**src/rtl/ones_frame_acc.sv**
```systemverilog
// Frame accumulator for per-word ones counts: sums, tracks the maximum and flags
// out-of-range counts over FRAME_LEN words. Optional macro ONES_FRAME_ACC_SAT_EN saturates the sum.
module ones_frame_acc #(
  parameter int unsigned DAT_W     = 8,
  parameter int unsigned CNT_W     = 4,
  parameter int unsigned FRAME_LEN = 16,
  parameter int unsigned SUM_W     = 8,
  parameter int unsigned IDX_W     = 4
) (
  input  logic             clk,
  input  logic             rst,
  input  logic             in_valid,
  output logic             in_ready,
  input  logic [CNT_W-1:0] count_in,
  output logic             out_valid,
  input  logic             out_ready,
  output logic [SUM_W-1:0] frame_sum,
  output logic [CNT_W-1:0] frame_max,
  output logic             frame_err,
`ifdef ONES_FRAME_ACC_SAT_EN
  output logic             frame_sat,
`endif
  output logic [IDX_W-1:0] word_idx
);

  typedef enum logic {ACCUM, HOLD} state_e;

  localparam logic [CNT_W-1:0] DAT_MAX  = CNT_W'(DAT_W);
  localparam logic [IDX_W-1:0] LAST_IDX = IDX_W'(FRAME_LEN - 1);

  state_e           state_q, state_d;
  logic             in_ready_q, in_ready_d;
  logic             out_valid_q, out_valid_d;
  logic [SUM_W-1:0] acc_sum_q, acc_sum_d;
  logic [CNT_W-1:0] acc_max_q, acc_max_d;
  logic             acc_err_q, acc_err_d;
  logic [SUM_W-1:0] frame_sum_q, frame_sum_d;
  logic [CNT_W-1:0] frame_max_q, frame_max_d;
  logic             frame_err_q, frame_err_d;
  logic [IDX_W-1:0] word_idx_q, word_idx_d;

  logic [SUM_W-1:0] sum_nxt;
  logic [CNT_W-1:0] max_nxt;
  logic             err_nxt;

`ifdef ONES_FRAME_ACC_SAT_EN
  logic             acc_sat_q, acc_sat_d;
  logic             frame_sat_q, frame_sat_d;
  logic             sat_nxt;
  logic [SUM_W:0]   sum_ext;
`endif

  always_comb begin
    // NOTE: every always_comb output gets a default first so no path infers a latch.
    state_d     = state_q;
    in_ready_d  = in_ready_q;
    out_valid_d = out_valid_q;
    acc_sum_d   = acc_sum_q;
    acc_max_d   = acc_max_q;
    acc_err_d   = acc_err_q;
    frame_sum_d = frame_sum_q;
    frame_max_d = frame_max_q;
    frame_err_d = frame_err_q;
    word_idx_d  = word_idx_q;

`ifdef ONES_FRAME_ACC_SAT_EN
    acc_sat_d   = acc_sat_q;
    frame_sat_d = frame_sat_q;
    // One extra carry bit detects overflow; the sum then pins at all-ones.
    sum_ext     = {1'b0, acc_sum_q} + (SUM_W + 1)'(count_in);
    if (sum_ext[SUM_W]) begin
      sum_nxt = '1;
      sat_nxt = 1'b1;
    end else begin
      sum_nxt = sum_ext[SUM_W-1:0];
      sat_nxt = acc_sat_q;
    end
`else
    sum_nxt     = acc_sum_q + SUM_W'(count_in);
`endif
    max_nxt = (count_in > acc_max_q) ? count_in : acc_max_q;
    err_nxt = acc_err_q | (count_in > DAT_MAX);

    unique case (state_q)
      ACCUM: begin
        if (in_valid && in_ready_q) begin
          if (word_idx_q == LAST_IDX) begin
            frame_sum_d = sum_nxt;
            frame_max_d = max_nxt;
            frame_err_d = err_nxt;
            acc_sum_d   = '0;
            acc_max_d   = '0;
            acc_err_d   = 1'b0;
            word_idx_d  = '0;
            state_d     = HOLD;
            in_ready_d  = 1'b0;
            out_valid_d = 1'b1;
`ifdef ONES_FRAME_ACC_SAT_EN
            frame_sat_d = sat_nxt;
            acc_sat_d   = 1'b0;
`endif
          end else begin
            acc_sum_d  = sum_nxt;
            acc_max_d  = max_nxt;
            acc_err_d  = err_nxt;
            word_idx_d = word_idx_q + 1'b1;
`ifdef ONES_FRAME_ACC_SAT_EN
            acc_sat_d  = sat_nxt;
`endif
          end
        end
      end
      HOLD: begin
        if (out_ready) begin
          state_d     = ACCUM;
          in_ready_d  = 1'b1;
          out_valid_d = 1'b0;
        end
      end
      default: begin
        state_d     = ACCUM;
        in_ready_d  = 1'b1;
        out_valid_d = 1'b0;
      end
    endcase
  end

  always_ff @(posedge clk) begin
    // NOTE: sequential state uses non-blocking assignments so all flops update together.
    if (rst) begin
      state_q     <= ACCUM;
      in_ready_q  <= 1'b1;
      out_valid_q <= 1'b0;
      acc_sum_q   <= '0;
      acc_max_q   <= '0;
      acc_err_q   <= 1'b0;
      frame_sum_q <= '0;
      frame_max_q <= '0;
      frame_err_q <= 1'b0;
      word_idx_q  <= '0;
`ifdef ONES_FRAME_ACC_SAT_EN
      acc_sat_q   <= 1'b0;
      frame_sat_q <= 1'b0;
`endif
    end else begin
      state_q     <= state_d;
      in_ready_q  <= in_ready_d;
      out_valid_q <= out_valid_d;
      acc_sum_q   <= acc_sum_d;
      acc_max_q   <= acc_max_d;
      acc_err_q   <= acc_err_d;
      frame_sum_q <= frame_sum_d;
      frame_max_q <= frame_max_d;
      frame_err_q <= frame_err_d;
      word_idx_q  <= word_idx_d;
`ifdef ONES_FRAME_ACC_SAT_EN
      acc_sat_q   <= acc_sat_d;
      frame_sat_q <= frame_sat_d;
`endif
    end
  end

  assign in_ready  = in_ready_q;
  assign out_valid = out_valid_q;
  assign frame_sum = frame_sum_q;
  assign frame_max = frame_max_q;
  assign frame_err = frame_err_q;
  assign word_idx  = word_idx_q;
`ifdef ONES_FRAME_ACC_SAT_EN
  assign frame_sat = frame_sat_q;
`endif

endmodule

```
**config.mk**
```make
export PLATFORM = sky130hd
export DESIGN_NAME = ones_frame_acc
export DESIGN_NICKNAME = d
export VERILOG_FILES = /design/src/rtl/ones_frame_acc.sv
export SDC_FILE = /design/constraint.sdc
export NUM_CORES = 1
export LEC_CHECK = 0
export ABC_CLOCK_PERIOD_IN_PS = 1900
export CAP_MARGIN = 20
export CELL_PAD_IN_SITES_DETAIL_PLACEMENT = 1
export CELL_PAD_IN_SITES_GLOBAL_PLACEMENT = 1
export CORE_MARGIN = 2
export CORE_UTILIZATION = 35
export CTS_CLUSTER_SIZE = 28
export DETAILED_ROUTE_END_ITERATION = 10
export PLACE_DENSITY_LB_ADDON = 0.1
export SETUP_SLACK_MARGIN = 0.5
export SLEW_MARGIN = 40
export SYNTH_ARGS = -nofsm -noshare
export SYNTH_HDL_FRONTEND = slang
export SYNTH_SLANG_ARGS = --single-unit
```
**constraint.sdc**
```tcl
create_clock -name clk -period 1.9 [get_ports clk]
set_input_delay 0.285 -clock clk [delete_from_list [all_inputs] [get_ports clk]]
set_output_delay 0.285 -clock clk [all_outputs]
set_load 0.03 [all_outputs]
```
==> results of run 1 <==
-- power by group through the flow --
stage	sequential, mW	combinational [mW]	clock [mW]
2_1_floorplan	0.752	0.159	0
3_3_place_gp	0.748	0.265	0
3_5_place_dp	0.751	0.283	0
4_1_cts	0.737	0.368	0.558
5_1_grt	0.740	0.439	0.592
6_report	0.738	0.409	0.552
-- cells by family after synthesis --
logic type,share of synthesized area
simple gates,0.225
compound gates,0.187
flops,0.409
buf+inv,0.0449
fa+ha+maj,0.0821
xor+xnor,0.0271
mux,0.0248
-- flip-flops by register name (all words and copies together) (netlist names) --
register and flops:
frame_err 1, word_idx 4, frame_max 4, out_valid 1
acc_max_q 4, acc_sum_q 8, state_q 1, frame_sum 8
acc_err_q 1, in_ready 1
-- critical path: cells and delay by family (launching register included) --
kind            cells  cell delay (ns)
simple gates        3             0.62
flops               1             0.35
compound gates      2             0.26
buf+inv             1             0.04
fa+ha+maj           2             0.49
-- per-stage QoR --
stage	std cells	utilization
after global routing	304	0.577
after global placement	277	0.480
after detailed placement	277	0.480
after floorplan	189	-
final	304	0.577
after CTS	298	0.558
-- area by class of cell --
type / instances / area, µm²
repair buffers: 66 / 606
fillers: 513 / 1870
flip-flops and latches: 33 / 678
well taps: 52 / 65.1
inverters: 8 / 30.0
multi-input cells: 138 / 1080
clock buffers: 7 / 86.3
-- layout by cell type, fill, tap and decap left out, types with 7 or more instances in the layout --
cell	synthesis	routed
buf_4	0	30
dfxtp_1	33	23
dlygate4sd2_1	0	21
nand2_1	19	19
nor2_1	21	17
a21oi_1	16	12
nand3_1	14	11
a211oi_1	11	8
dfxtp_2	0	8
buf_6	0	7
-- worst max path at each step --
stage	to	from
finish	acc_sum_q[6]	acc_sum_q[0]
global route	acc_sum_q[6]	acc_sum_q[0]
CTS	acc_sum_q[6]	acc_sum_q[0]
detailed placement	acc_sum_q[6]	count_in[1]
global placement	acc_sum_q[6]	count_in[0]
floorplan	acc_sum_q[6]	acc_sum_q[0]
-- what timing repair did --
action / 4_1_cts / 5_1_grt
gates resized for setup: 61 / 11
hold buffers: 0 / 0
pin swaps: 26 / 4
gates cloned: 1 / 0
setup buffers: 13 / 6
endpoints found under the setup margin: 46 / 26
hold endpoints to repair: 0 / 0
-- layer usage --
layer	wire [µm]	vias to the layer above	share of wire
met5	0	-	0
met4	125	0	0.023
met3	192	14	0.036
met2	2750	33	0.51
met1	2280	830	0.43
li1	-	792	-
==> flow_metrics.py, run 1 <==
metrics = {
    "die": {
        "die_y_um": 71.9,
        "die_w_um": 71.9,
        "core_um2": 4410,
        "dieArea_um2": 5170,
        "rows": 24,
        "ios": 27,
        "initial_core_util": 0.366,
    },
    "setup_path": {
        "slowest_stage": "or4_1",
        "end_kind": "register",
        "regToRegEndpoint": "acc_sum_q[6]",
        "crit_required_ns": 2.14,
        "arrival_ns": 2.06,
        "critPathLaunchType": "register",
        "critPathKind": "register to register",
        "r2r_start": "acc_sum_q[0]",
        "path_max_fanout": 3,
        "path_cells": "ha_4, inv_2, fa_2, nor2b_2, o21ai_2, a21o_1, or4_1, nand3_1",
        "max_stage_delay_ns": 0.41,
        "r2r_cells": 8,
        "rrSetupSlack_ns": 0.08,
    },
    "route": {
        "drc": 0,
        "vias_per_cell": 5.49,
        "wl_um": 5340,
        "wl_per_cell_um": 17.6,
        "first_iter_violations": 66,
        "route.vias.total": 1669,
        "ant_nets": 0,
        "dr.pass1.iters": 4,
    },
    "hold_path": {
        "min_from": "out_valid",
        "min_to": "out_valid",
        "whs_path_depth": 2,
        "hold_path.class": "register to register",
    },
    "timing": {
        "max_slew_margin": 0.796,
        "fin_skew_ns": 0.00496,
        "fmax_mhz": 549,
        "min_period_ns": 1.82,
        "worst_pin_slew_ns": 0.308,
        "rsz0062_at_grt": "true",
        "setup_viol": 0,
        "finalSetupTns_ns": 0,
        "whs_ns": 0.457,
        "drv_slew": 0,
        "fin_ws_ns": 0.0801,
        "hold_viol": 0,
        "fin_crit_sh": 0.958,
    },
    "synth": {
        "synth_common_cells": "33 x dfxtp_1, 21 x nor2_1, 19 x nand2_1",
        "synth_top_area_frac": 0.409,
        "synth_edf_count": 0,
        "synth_ff_type": "dfxtp_1",
        "yosys.area.top_type": "dfxtp_1",
        "syn-cell-area_um2": 1620,
        "ys_ff_latch": 33,
        "synth.distinct_cells": 39,
        "synthTopCellsByArea": "dfxtp_1 41%, ha_1 7.0%, a211oi_1 5.1%",
        "synth_warnings": 0,
        "syn_inst": 189,
        "syn_nets": 207,
        "seq_area_frac_synth": 0.409,
        "syn_area_per_cell_um2": 8.55,
        "ys_async_sr_fraction": 0,
        "synth_most_common_cell": "dfxtp_1",
    },
    "pwr": {
        "peakVddDrop_v": 0.000431,
        "p_seq_frac": 0.434,
        "netSwitchingFraction": 0.284,
        "combinationalPowerShare": 0.241,
        "p_leak_nw": 1.04,
        "power_mw": 1.70,
        "clock_power_share": 0.325,
        "intPower_mw": 1.22,
        "p_per_area_nw_per_um2": 666,
        "power_switching_uw": 482,
    },
    "clock_tree": {
        "numCtsBuffers": 5,
        "cts.path.max_buffers": 2,
        "clk_pin_slew_ns": 0.06,
        "clock_latency_ns": 0.30,
        "htree_levels": 2,
        "clock-sinks": 33,
        "clockRootBuffer": "clkbuf_8",
        "cts_tree": "done",
    },
    "cells_and_area": {
        "antenna_cells": 0,
        "nets": 270,
        "area_delta_synth_final_pct": 57.8,
        "fin_area_um2": 2550,
        "layout-drive-gt1-share": 0.385,
    },
    "placed_design": {
        "preCtsSetupSlack_ns": -0.474,
        "hpwl_um": 3360,
        "io_buffers": 26,
        "place.gp.congestion": 0.922,
        "dpl_cell_area_um2": 2120,
    },
    "global_routing": {
        "use_met1": 0.266,
        "antenna_found_initial": 0,
        "grtUsageMet2": 0.396,
        "busiest_layer": "met2",
        "overflow": 0,
        "grt_pass1_wl_um": 8870,
        "grt_pass1_vias": 1757,
        "grtUsageMet3": 0.0597,
        "grt_usage": 0.224,
        "grt_start_max_net_pins": 21,
    },
    "flow_run": {
        "max-cap-violations": 0,
    },
    "outcome": {
        "status": "complete, no violations",
    },
}
Power figures use the tool's default switching activity.
==> inputs of run 2 (changes only) <==
--- a/config.mk
+++ b/config.mk
@@ -11,6 +11,7 @@
 export CELL_PAD_IN_SITES_GLOBAL_PLACEMENT = 1
 export CORE_MARGIN = 2
 export CORE_UTILIZATION = 35
+export CTS_BUF_LIST = sky130_fd_sc_hd__clkbuf_8
 export CTS_CLUSTER_SIZE = 28
 export DETAILED_ROUTE_END_ITERATION = 10
 export PLACE_DENSITY_LB_ADDON = 0.1
==> flow_metrics.py, run 2 (synthesis results as in run 1) <==
metrics = {
    "cells_and_area": {
        "layout_common_cells": "30 x buf_4, 23 x dfxtp_1, 21 x dlygate4sd2_1",
        "multiInputGateArea_um2": 1080,
        "area_delta_synth_final_pct": 57.8,
        "seq_area_um2": 678,
        "nets": 270,
        "layout-drive-gt1-share": 0.385,
        "final_common_cell": "buf_4",
        "fin_cells": 304,
        "antenna_cells": 0,
        "fillers": 513,
    },
    "setup_path": {
        "crit_required_ns": 2.14,
        "slowest_stage": "or4_1",
        "max_stage_delay_ns": 0.41,
        "path_max_fanout": 3,
        "arrival_ns": 2.06,
        "critPathKind": "register to register",
        "path_cells": "ha_4, inv_2, fa_2, nor2b_2, o21ai_2, a21o_1, or4_1, nand3_1",
        "critPathLaunchType": "register",
        "end_kind": "register",
        "rrSetupSlack_ns": 0.08,
    },
    "pwr": {
        "p_leak_nw": 1.05,
        "p_per_area_nw_per_um2": 664,
        "peakVddDrop_v": 0.000431,
    },
    "route": {
        "route.vias.total": 1667,
        "drc": 0,
        "ant_nets": 0,
        "dr.pass1.iters": 4,
        "first_iter_violations": 66,
        "wl_per_cell_um": 17.6,
        "wl_um": 5340,
        "vias_per_cell": 5.48,
    },
    "global_routing": {
        "grt_start_max_net_pins": 21,
        "grt_usage": 0.224,
        "overflow": 0,
        "antenna_found_initial": 0,
        "grt_pass1_vias": 1757,
        "grt_pass1_wl_um": 8870,
    },
    "outcome": {
        "status": "complete, no violations",
    },
    "clock_tree": {
        "clock_latency_ns": 0.30,
        "clockRootBuffer": "clkbuf_8",
        "cts.path.max_buffers": 2,
        "clock-sinks": 33,
        "cts_tree": "done",
        "htree_levels": 2,
        "clk_pin_slew_ns": 0.06,
        "numCtsBuffers": 5,
    },
    "die": {
        "rows": 24,
        "dieArea_um2": 5170,
        "initial_core_util": 0.366,
        "die_w_um": 71.9,
        "die_y_um": 71.9,
        "ios": 27,
        "core_um2": 4410,
    },
    "flow_run": {
        "max-cap-violations": 0,
    },
    "hold_path": {
        "hold_path.class": "register to register",
    },
    "timing": {
        "hold_viol": 0,
        "drv_slew": 0,
        "setup_viol": 0,
        "min_period_ns": 1.82,
        "fin_skew_ns": 0.00496,
        "whs_ns": 0.457,
        "fmax_mhz": 550,
        "fin_crit_sh": 0.958,
        "rsz0062_at_grt": "true",
        "max_slew_margin": 0.796,
        "worst_pin_slew_ns": 0.308,
    },
    "placed_design": {
        "hpwl_um": 3360,
        "io_buffers": 26,
        "place.gp.congestion": 0.922,
        "dp_cells": 277,
    },
}
[run 2: cell count changes in the layout (fill, tap and decap cells not counted), sizes merged]
cell    before  now
inv          8    9
clkbuf       8    7
[run 2: power by group]
part | leakage, nW | internal [mW] | switching (mW)
registers | 0.272 | 0.714 | 0.0236
logic | 0.727 | 0.215 | 0.194
clock network | 0.0485 | 0.282 | 0.265
[run 2: what timing repair did]
| action | 4_1_cts | 5_1_grt |
|---|---|---|
| hold buffers | 0 | 0 |
| buffers inserted | 13 | 6 |
| pin swaps | 26 | 4 |
| gates resized for setup | 61 | 11 |
| endpoints found under the setup margin | 46 | 26 |
| cloned | 1 | 0 |
[run 2: worst max-delay path: cells and delay by family, from the launching register on]
family	cells	cell delay (ns)
AOI/OAI and AO/OA	2	0.26
adders and majority gates	2	0.49
buffers and inverters	1	0.04
DFF	1	0.35
and+or+nand+nor	3	0.62
[run 2: final cells by class]
type	instances	area share
multi-input cells	138	0.425
inverters	8	0.0118
clock buffers	6	0.0324
repair buffers	66	0.238
clock inverters	1	0.00147
well taps	52	0.0255
flip-flops and latches	33	0.266
[run 2: per-stage QoR]
stage / utilization / worst slack [ns] / area (µm²) / TNS (ns) / power [mW]
floorplan: - / 0.151 / 1670 / 0 / 0.910
global placement: 0.480 / -0.388 / 2120 / -4.68 / 1.01
detailed placement: 0.480 / -0.474 / 2120 / -6.57 / 1.03
CTS: 0.558 / 0.0682 / 2460 / 0 / 1.66
global route: 0.577 / -0.00742 / 2550 / -0.00742 / 1.77
finish: 0.577 / 0.0804 / 2550 / 0 / 1.69
[run 2: worst paths after layout]
kind,to,depth (start not counted),from
min reg2reg,out_valid,2,out_valid
max reg2reg,acc_sum_q[6],8,acc_sum_q[0]
max,acc_sum_q[6],8,acc_sum_q[0]
min,out_valid,2,out_valid
[run 2: per-layer routing]
layer  track usage  vias up  part of all wire
li1              -      792                 -
met1         0.266      828              0.43
met2         0.396       33              0.51
met3        0.0597       14             0.036
met4        0.0650        0             0.023
met5             0        -                 0
